`src/rtl/periph_pkg.sv`:
```
// Address map and TCON bit layout shared by the peripheral bus and its timer.
package periph_pkg;

  localparam logic [31:0] ADDR_TH      = 32'h4000_0000;
  localparam logic [31:0] ADDR_TL      = 32'h4000_0004;
  localparam logic [31:0] ADDR_TCON    = 32'h4000_0008;
  localparam logic [31:0] ADDR_LED     = 32'h4000_000C;
  localparam logic [31:0] ADDR_SWITCH  = 32'h4000_0010;
  localparam logic [31:0] ADDR_DIGI    = 32'h4000_0014;
  localparam logic [31:0] ADDR_SYSTICK = 32'h4000_0018;

  localparam int unsigned TCON_EN = 0;
  localparam int unsigned TCON_IE = 1;
  localparam int unsigned TCON_IS = 2;

endpackage

```
`src/rtl/periph_timer.sv`:
```
// Reloading 32-bit timer (TH/TL/TCON) with a level interrupt; CPU writes win over counting,
// except that an overflow in the same cycle still sets the interrupt status.
module periph_timer
  import periph_pkg::*;
(
  input  logic        clk,
  input  logic        reset,
  input  logic        wrTh,
  input  logic        wrTl,
  input  logic        wrTcon,
  input  logic [31:0] wdata,
  output logic [31:0] th,
  output logic [31:0] tl,
  output logic [2:0]  tcon,
  output logic        irqout
);

  logic        overflow;
  logic        ovfSet;
  logic [31:0] thNext;
  logic [31:0] tlNext;
  logic [2:0]  tconNext;

  always_comb begin
    overflow = tcon[TCON_EN] && (tl == 32'hFFFF_FFFF);
    ovfSet   = overflow && tcon[TCON_IE];

    thNext = wrTh ? wdata : th;

    // Reload reads the current TH, so a same-cycle TH write only affects the next overflow.
    if (wrTl) begin
      tlNext = wdata;
    end else if (overflow) begin
      tlNext = th;
    end else if (tcon[TCON_EN]) begin
      tlNext = tl + 32'd1;
    end else begin
      tlNext = tl;
    end

    tconNext          = tcon;
    tconNext[TCON_IS] = tcon[TCON_IS] | ovfSet;
    if (wrTcon) begin
      tconNext[TCON_EN] = wdata[TCON_EN];
      tconNext[TCON_IE] = wdata[TCON_IE];
      tconNext[TCON_IS] = wdata[TCON_IS] | ovfSet;
    end
  end

  always_ff @(posedge clk or negedge reset) begin
    if (!reset) begin
      th   <= '0;
      tl   <= '0;
      tcon <= '0;
    end else begin
      th   <= thNext;
      tl   <= tlNext;
      tcon <= tconNext;
    end
  end

  assign irqout = tcon[TCON_IE] & tcon[TCON_IS];

endmodule

```
`src/rtl/peripheral_bus.sv`:
```
// Memory-mapped peripherals at 0x4000_00xx: timer, LED, 7-segment, synchronized switches.
// Optional free-running SYSTICK counter at 0x4000_0018 when PERIPH_SYSTICK_EN is defined.
module peripheral_bus
  import periph_pkg::*;
#(
  parameter int unsigned SYNC_STAGES = 2,
  parameter int unsigned DIGI_W      = 12
) (
  input  logic              clk,
  input  logic              reset,
  input  logic [31:0]       addr,
  input  logic              rd,
  input  logic              wr,
  input  logic [31:0]       wdata,
  output logic [31:0]       rdata,
  input  logic [7:0]        switch,
  output logic [7:0]        led,
  output logic [DIGI_W-1:0] digi,
  output logic              irqout
);

  logic [29:0] wordAddr;
  logic        selTh, selTl, selTcon, selLed, selSwitch, selDigi;
  logic        unusedAddrBits;

  assign wordAddr       = addr[31:2];
  assign unusedAddrBits = ^addr[1:0];

  assign selTh     = (wordAddr == ADDR_TH[31:2]);
  assign selTl     = (wordAddr == ADDR_TL[31:2]);
  assign selTcon   = (wordAddr == ADDR_TCON[31:2]);
  assign selLed    = (wordAddr == ADDR_LED[31:2]);
  assign selSwitch = (wordAddr == ADDR_SWITCH[31:2]);
  assign selDigi   = (wordAddr == ADDR_DIGI[31:2]);

  logic [31:0] th;
  logic [31:0] tl;
  logic [2:0]  tcon;

  periph_timer u_timer (
    .clk    (clk),
    .reset  (reset),
    .wrTh   (wr & selTh),
    .wrTl   (wr & selTl),
    .wrTcon (wr & selTcon),
    .wdata  (wdata),
    .th     (th),
    .tl     (tl),
    .tcon   (tcon),
    .irqout (irqout)
  );

  always_ff @(posedge clk or negedge reset) begin
    if (!reset) begin
      led  <= '0;
      digi <= '0;
    end else begin
      if (wr && selLed)  led  <= wdata[7:0];
      if (wr && selDigi) digi <= wdata[DIGI_W-1:0];
    end
  end

  logic [7:0] syncQ [SYNC_STAGES];

  always_ff @(posedge clk or negedge reset) begin
    if (!reset) begin
      for (int unsigned i = 0; i < SYNC_STAGES; i++) syncQ[i] <= '0;
    end else begin
      syncQ[0] <= switch;
      for (int unsigned i = 1; i < SYNC_STAGES; i++) syncQ[i] <= syncQ[i-1];
    end
  end

`ifdef PERIPH_SYSTICK_EN
  logic        selSystick;
  logic [31:0] systick;

  assign selSystick = (wordAddr == ADDR_SYSTICK[31:2]);

  always_ff @(posedge clk or negedge reset) begin
    if (!reset) begin
      systick <= '0;
    end else if (wr && selSystick) begin
      systick <= wdata;
    end else begin
      systick <= systick + 32'd1;
    end
  end
`endif

  // Combinational: the single-cycle core consumes read data in the same cycle.
  always_comb begin
    rdata = '0;
    if (rd) begin
      if (selTh) begin
        rdata = th;
      end else if (selTl) begin
        rdata = tl;
      end else if (selTcon) begin
        rdata = {29'd0, tcon};
      end else if (selLed) begin
        rdata = {24'd0, led};
      end else if (selSwitch) begin
        rdata = {24'd0, syncQ[SYNC_STAGES-1]};
      end else if (selDigi) begin
        rdata[DIGI_W-1:0] = digi;
      end
`ifdef PERIPH_SYSTICK_EN
      else if (selSystick) begin
        rdata = systick;
      end
`endif
    end
  end

endmodule

```
`config.mk`:
```
export PLATFORM = sky130hd
export DESIGN_NAME = peripheral_bus
export DESIGN_NICKNAME = d
export VERILOG_FILES = /design/src/rtl/periph_pkg.sv /design/src/rtl/periph_timer.sv /design/src/rtl/peripheral_bus.sv
export SDC_FILE = /design/constraint.sdc
export NUM_CORES = 1
export LEC_CHECK = 0
export CORE_MARGIN = 2
export CORE_UTILIZATION = 46
export CTS_CLUSTER_SIZE = 20
export DETAILED_ROUTE_END_ITERATION = 6
export GPL_ROUTABILITY_DRIVEN = 0
export GPL_TIMING_DRIVEN = 0
export PLACE_DENSITY = 0.77
export SYNTH_ARGS = -nofsm -noshare
export SYNTH_HDL_FRONTEND = slang
export SYNTH_SLANG_ARGS = --single-unit
```
`constraint.sdc`:
```
create_clock -name clk -period 2.3 [get_ports clk]
set_input_delay 0.46 -clock clk [delete_from_list [all_inputs] [get_ports clk]]
set_output_delay 0.46 -clock clk [all_outputs]
set_load 0.05 [all_outputs]
```
==> metrics.md, run 1 <==
| Metric | Value |
|---|---|
| Crit path time final | around 2.6 ns |
| Failing checks | negative setup slack |
| Clock-pin slew on the worst setup and hold paths | 0.07 ns |
| Run status | finished, violations left |
| Synth warn | 0 |
| Post-synth EDFFs | 0 |
| Flops & latches, synth | 103 |
| Pint | roughly 2.7 mW |
| Number of diodes | 0 |
| Peak supply drop | 0.000514 V |
| Largest net degree at the start of global routing | 74 |
| Avg Cell Area, Syn | 9.79 µm² |
| Die H | 116 µm |
| CP required | 1.84 ns |
| Max Fclk | 0.380 GHz |
| RSZ-0062 raised after global routing | yes |
| Clock sinks | between 100 and 150 |
| Top-area cell type share of the netlist area | 44.7% |
| Grt total ovfl | 0 |
| Hold Path Class | in2async |
| I/O pin cnt | approximately 130 |
| Die area | 13400 µm² |
| Post-route ant nets | 0 |
| HPWL after DPL | roughly 13000 µm |
| Gr usage total | 29.5% |
| # DRC | 0 |
| Max-Slew Margin vs Limit | 46.1% |
| Netlist cell types | 57 |
| Leakage | between 3 and 4 nW |
| Sw power | 0.901 mW |
| Seq pwr share | 50.4% |
| Worst setup EP type | primary output |
| Cells after Synth | slightly below 600 |
| Count leader, synth | dfrtp_1 |
| Tcrit/Tclk final | 114% |
| Final setup margin | -0.330 ns |
| WL final | 19700 µm |
| Total CTS buffers | 9 |
| DR WL/cell | 21.0 µm |
| Clock root buffer | clkbuf_16 |
| Layout area overhead | 53.1% |
| Final Skew | 0.0108 ns |
| DRT iter0 DRCs | 533 |
| CP max FO | 6 |
| Worst hold slack | between 0.04 and 0.05 ns |
| Core Area | approximately 12000 µm² |
| Die width | 116 µm |
| Power per Cell Area | 411 nW/µm² |
| Clock latency on the worst-skew pair | 0.36 ns |
| Pre-Repair DR Iteration Count | 5 |
| Clock power frac | 41.4% |
| Worst-margin pin slew | 0.808 ns |
| H-Tree Depth | 3 |
| Starting Density | 47.6% |
| Fillcell total | 822 |
| Vias in the first global route | 5850 |
| Fin. max-slew vios | 0 |
| Fin. Hold Viols | 0 |
| Share of post-route cells with drive strength above 1 | 38.2% |
| Final setup vio count | 70 |
| Crit path DAT | 2.17 ns |
| Cts hold-fix bufs | 0 |
| Synthesized area | roughly 5800 µm² |
| Initial antenna violation count | 0 |
| DR vias | 5738 |
| Leading area contributor after synthesis | dfrtp_1 |
| Synth top area cells | dfrtp_1, mux2_2, nand2_1 |
| Buffers on Ports | 125 |
| Sw frac | 24.8% |
| CTS tree | yes |
| Type of origin of the critical path | input pin |
| First-pass GRT wire length | 30400 µm |
| # rows | 40 |
| Comb power frac | approximately 8% |
| Async set-reset flop share out of synthesis | 100% |
| Ys flop type | dfrtp_1 |
| Setup Total Neg Slack | -14.70 ns |
| Nets | about 850 |
| Place WS | -1.82 ns |
| Vias per std cell | 6.10 |
| Synth top cells by count | dfrtp_1, nand2_1, mux2_2 |
| Worst setup path category | in2out |
| Max_cap viols | 0 |
| Sequential fraction of the synthesis area | 44.7% |
| Post-Syn Nets | roughly 670 |
| Clock tree buffer depth | 2 |
==> stage by stage <==
stage | cell area (µm²) | util [%] | total power [mW] | instances
after floorplan | 6110 | - | 1.93 | 589
after global placement | 7570 | 62.5 | 2.13 | 882
after detailed placement | 7600 | 62.7 | 2.14 | 883
after CTS | 8590 | 70.9 | 3.61 | 932
after global routing | 8830 | 72.9 | 3.73 | 941
final | 8830 | 72.9 | 3.63 | 941
==> layout by cell type, fill, tap and decap left out, drive strengths merged, types with 14 or more instances in the layout <==
master	instances
buf	120
dfrtp	103
clkdlybuf4s50	63
nand2	62
mux2	58
a21oi	36
o21ai	32
a22oi	29
nor2	27
clkbuf	27
nor2b	24
nand3	16
inv	14
==> worst paths after layout <==
path | from | end | slack, ns | depth (start not counted)
setup / recovery | addr[5] | rdata[1] | -0.33 | 7
hold / removal | reset | u_timer.th[26] | 0.04 | 1
setup reg to reg | u_timer.tcon[0] | u_timer.tl[9] | 0.02 | 4
hold reg to reg | syncQ[11] | syncQ[3] | 0.35 | 0
max in group asynchronous | reset | u_timer.th[7] | 1.55 | 2
min in group clk | syncQ[11] | syncQ[3] | 0.35 | 0
==> logic make-up after synthesis <==
logic type      synth area share, %
simple gates                   18.7
compound gates                 16.8
flops                          44.7
mux                            13.3
buf+inv                        4.21
xor+xnor                       1.97
fa+ha+maj                     0.217
==> power by group through the flow <==
stage	Sequential (mW)	Combinational, mW	Clock [mW]
2_1_floorplan	1.86	0.0714	0
3_3_place_gp	1.86	0.265	0
3_5_place_dp	1.86	0.275	0
4_1_cts	1.83	0.289	1.50
5_1_grt	1.83	0.318	1.58
6_report	1.83	0.297	1.50
==> sequential cells by signal, summed over array words and instances (netlist names) <==
name / flops
digi: 12
u_timer.th: 32
u_timer.tl: 32
led: 8
u_timer.tcon: 3
syncQ: 16
==> metal layers <==
layer  track usage (%)  wire length, µm
met1              37.1             7830
met2              48.7             9600
met3              7.74             1620
met4              11.9              705
met5                 0                0
==> worst max-delay path, stage by stage <==
cell and delay, ns:
buf_12 0.10, or2_4 0.25, or3_4 0.37, or3_1 0.42
buf_8 0.16, o211a_4 0.26, buf_8 0.15
==> final cells by class <==
class	instances	area [µm²]	share of cell area (%)
flip-flops and latches	103	2580	29.2
clock buffers	9	225	2.55
well taps	168	210	2.38
repair buffers	172	1860	21.0
multi-input cells	435	3540	40.2
inverters	10	37.5	0.425
plain buffers	37	318	3.60
clock inverters	7	52.6	0.595
==> what timing repair did <==
action	in CTS	in global routing
gates resized for setup	398	62
endpoints found under the setup margin	117	101
pin swaps	32	21
gates cloned	5	0
setup buffers	30	13
Note: power is estimated with default switching activity, not from simulation.
==> run 2: changes to the inputs <==
CORE_UTILIZATION = 55   (was 46)
PLACE_DENSITY = 0.86   (was 0.77)
SLEW_MARGIN = 10   (was unset)
clock period = 3.21 ns   (was 2.3 ns; I/O delays follow)
==> run 2 against run 1 <==
Effect of this change:
- final area shrank 12%
- critical path type unchanged
- flip-flop and latch count did not move
- the run now ends clean
- wire length shrank 7.8%
- critical endpoint is now rdata[3]
- cell count decreased by 6.7%
- largest power group unchanged
- core utilization grew 2.9 points
- die area is 16% lower
- global-route usage is 3.0 points higher
- sequential power down 28%
- combinational power down 36%
==> metrics.md, run 2 (same netlist as run 1, synthesis figures left out) <==
| Metric | Value |
|---|---|
| Post-route ant nets | 0 (unchanged) |
| Clock root buffer | clkbuf_8 |
| HPWL after DPL | 12500 µm (-1.7%) |
| Fin. max-slew vios | 0 (unchanged) |
| Starting Density | 56.4% (+8.7 points) |
| # DRC | 0 (unchanged) |
| Number of diodes | 0 (unchanged) |
| Vias per std cell | 6.42 (+5.3%) |
| Power per Cell Area | 307 nW/µm² (-25%) |
| Die width | 106 µm (-8.3%) |
| Worst setup path category | in2out |
| Sw power | 0.564 mW (-37%) |
| H-Tree Depth | 3 (unchanged) |
| Crit path time final | between 3 and 4 ns |
| Clock latency on the worst-skew pair | 0.38 ns (+0.02 ns) |
| CP required | 2.57 ns (+0.73 ns) |
| Crit-path cells | buf_2, or2_4, or3_4, buf_4, or3_4, o211a_1, buf_6 |
| Type of origin of the critical path | input pin |
| Total CTS buffers | 9 (unchanged) |
| Clock power frac | 36.9% (-4.5 points) |
| DR vias | 5635 (-1.8%) |
| DRT iter0 DRCs | 624 (+17%) |
| Max Fclk | between 0.3 and 0.4 GHz |
| Die area | 11300 µm² (-16%) |
| Max_cap viols | 0 (unchanged) |
| Tcrit/Tclk final | 98.7% |
| Largest regs | u_timer.th x32, u_timer.tl x32, syncQ x16 |
| Crit-path slowest cell | or3_4 |
| Largest net degree at the start of global routing | 54 (-27%) |
| Initial antenna violation count | 0 (unchanged) |
| First-pass GRT wire length | 28700 µm (-5.7%) |
| Final non-filler cell area | 7750 µm² (-12%) |
| Post-DP Area | 7280 µm² (-4.3%) |
| Layout area overhead | 34.4% |
| Gr usage total | 32.5% (+3.0 points) |
| Comb power frac | 8.0% (-0.2 points) |
| Hold Path Class | in2async |
| Clock tree buffer depth | 2 (unchanged) |
| Core Area | 10200 µm² (-16%) |
| Crit path DAT | 2.53 ns (+0.36 ns) |
| Final Skew | 0.00789 ns (-0.00295 ns) |
| Commonest non-fill, non-tap cell in the layout | dfrtp_1 |
| Grt total ovfl | 0 (unchanged) |
| Leakage | 3.48 nW (-7.5%) |
| Sw frac | 23.7% (-1.1 points) |
| # rows | 37 (-7.5%) |
| Worst setup EP type | primary output |
| CP bufs+invs | 3 (unchanged) |
| Fin. Hold Viols | 0 (unchanged) |
| Max-Slew Margin vs Limit | 51.9% (+5.7 points) |
| Peak supply drop | 0.000224 V (-56%) |
| Crit-path max cell delay | 0.43 ns (about the same) |
| Layout Utilization | 75.7% (+2.9 points) |
| Nets | 814 (-3.7%) |
| DR WL/cell | 20.7 µm (-1.2%) |
| Buffers on Ports | 125 (unchanged) |
| Share of post-route cells with drive strength above 1 | 26.8% (-11 points) |
| Most used cell along the critical path | or3_4 |
| CTS tree | yes |
| Final setup margin | 0.0416 ns (+0.371 ns) |
| Vias in the first global route | 5805 (-0.77%) |
| Clock-pin slew on the worst setup and hold paths | 0.10 ns (+0.03 ns) |
| Cts hold-fix bufs | 0 (unchanged) |
| Pre-Repair DR Iteration Count | 6 (+1) |
| Fillcell total | 719 (-13%) |
| Final setup vio count | 0 (-100%) |
| CP max FO | 8 (+2) |
| Seq pwr share | 55.1% (+4.7 points) |
| Most frequent cells in the layout | dfrtp_1, clkdlybuf4s50_1, nand2_1 |
| WL final | 18200 µm (-7.8%) |
| I/O pin cnt | 129 (unchanged) |
| Worst hold slack | 0.293 ns (+0.249 ns) |
| Run status | completed |
| Worst path top cell family by delay | simple AND/OR/NAND/NOR gates |
| Pint | 1.81 mW (-34%) |
| Die H | 106 µm (-8.3%) |
| Clock sinks | 103 (unchanged) |
| Place WS | -1.36 ns (+0.464 ns) |
| Worst-margin pin slew | 0.722 ns (-0.0859 ns) |
==> run 2: cell count changes in the layout (fill, tap and decap cells not counted), sizes merged <==
cell	change
clkbuf	+5
inv	-3
bufbuf	-1
clkdlybuf4s15	-2
clkdlybuf4s50	+5
dlymetal6s2s	+7
dlygate4sd2	+10
buf	-52
clkinvlp	-1
bufinv	+1
==> run 2: layout make-up <==
type	count	area, µm²	area share (%)
Sequential cell	103	2580	33.3
Inverter	10	37.5	0.484
Clock inverter	4	52.6	0.678
Buffer	37	213	2.75
Clock buffer	12	155	2.00
Timing Repair Buffer	141	1390	17.9
Multi-Input combinational cell	435	3150	40.7
Tap cell	136	170	2.20
==> run 2: path summary, 6_finish.rpt <==
path,endpoint,start,slack [ns],cells past startpoint
max in group asynchronous,u_timer.tl[9],reset,2.23,2
min,u_timer.th[1],reset,0.29,1
min in group clk,syncQ[2],syncQ[10],0.35,0
max,rdata[3],addr[5],0.04,7
min reg2reg,syncQ[2],syncQ[10],0.35,0
max reg2reg,u_timer.tl[13],u_timer.tl[0],0.27,8
==> run 2: through the flow <==
stage / cells / TNS (ns) / total power, mW
floorplan: 589 / 0 / 1.38
global placement: 850 / -272.14 / 1.51
detailed placement: 851 / -38.44 / 1.52
CTS: 879 / 0 / 2.37
global route: 878 / -0.00354 / 2.44
finish: 878 / 0 / 2.38
==> run 2: repair_timing <==
item / CTS / global route
buffers inserted: 13 / 1
pin swaps: 13 / 12
gates cloned: 1 / 0
gates resized for setup: 267 / 17
setup endpoints to repair: 32 / 31
==> run 2: power by group through the flow <==
| stage | combinational (mW) | sequential (mW) | clock, mW |
|---|---|---|---|
| 2_1_floorplan | 0.0418 | 1.33 | 0 |
| 3_3_place_gp | 0.177 | 1.34 | 0 |
| 3_5_place_dp | 0.186 | 1.34 | 0 |
| 4_1_cts | 0.186 | 1.31 | 0.871 |
| 5_1_grt | 0.204 | 1.31 | 0.922 |
| 6_report | 0.191 | 1.31 | 0.876 |
==> run 2: routing by layer <==
layer / track usage [%] / up-vias / wire [µm]
met4: 16.2 / 0 / 585
met3: 5.76 / 65 / 1850
met2: 53.8 / 377 / 8820
li1: - / 2454 / -
met1: 41.2 / 2739 / 6940
met5: 0 / - / 0
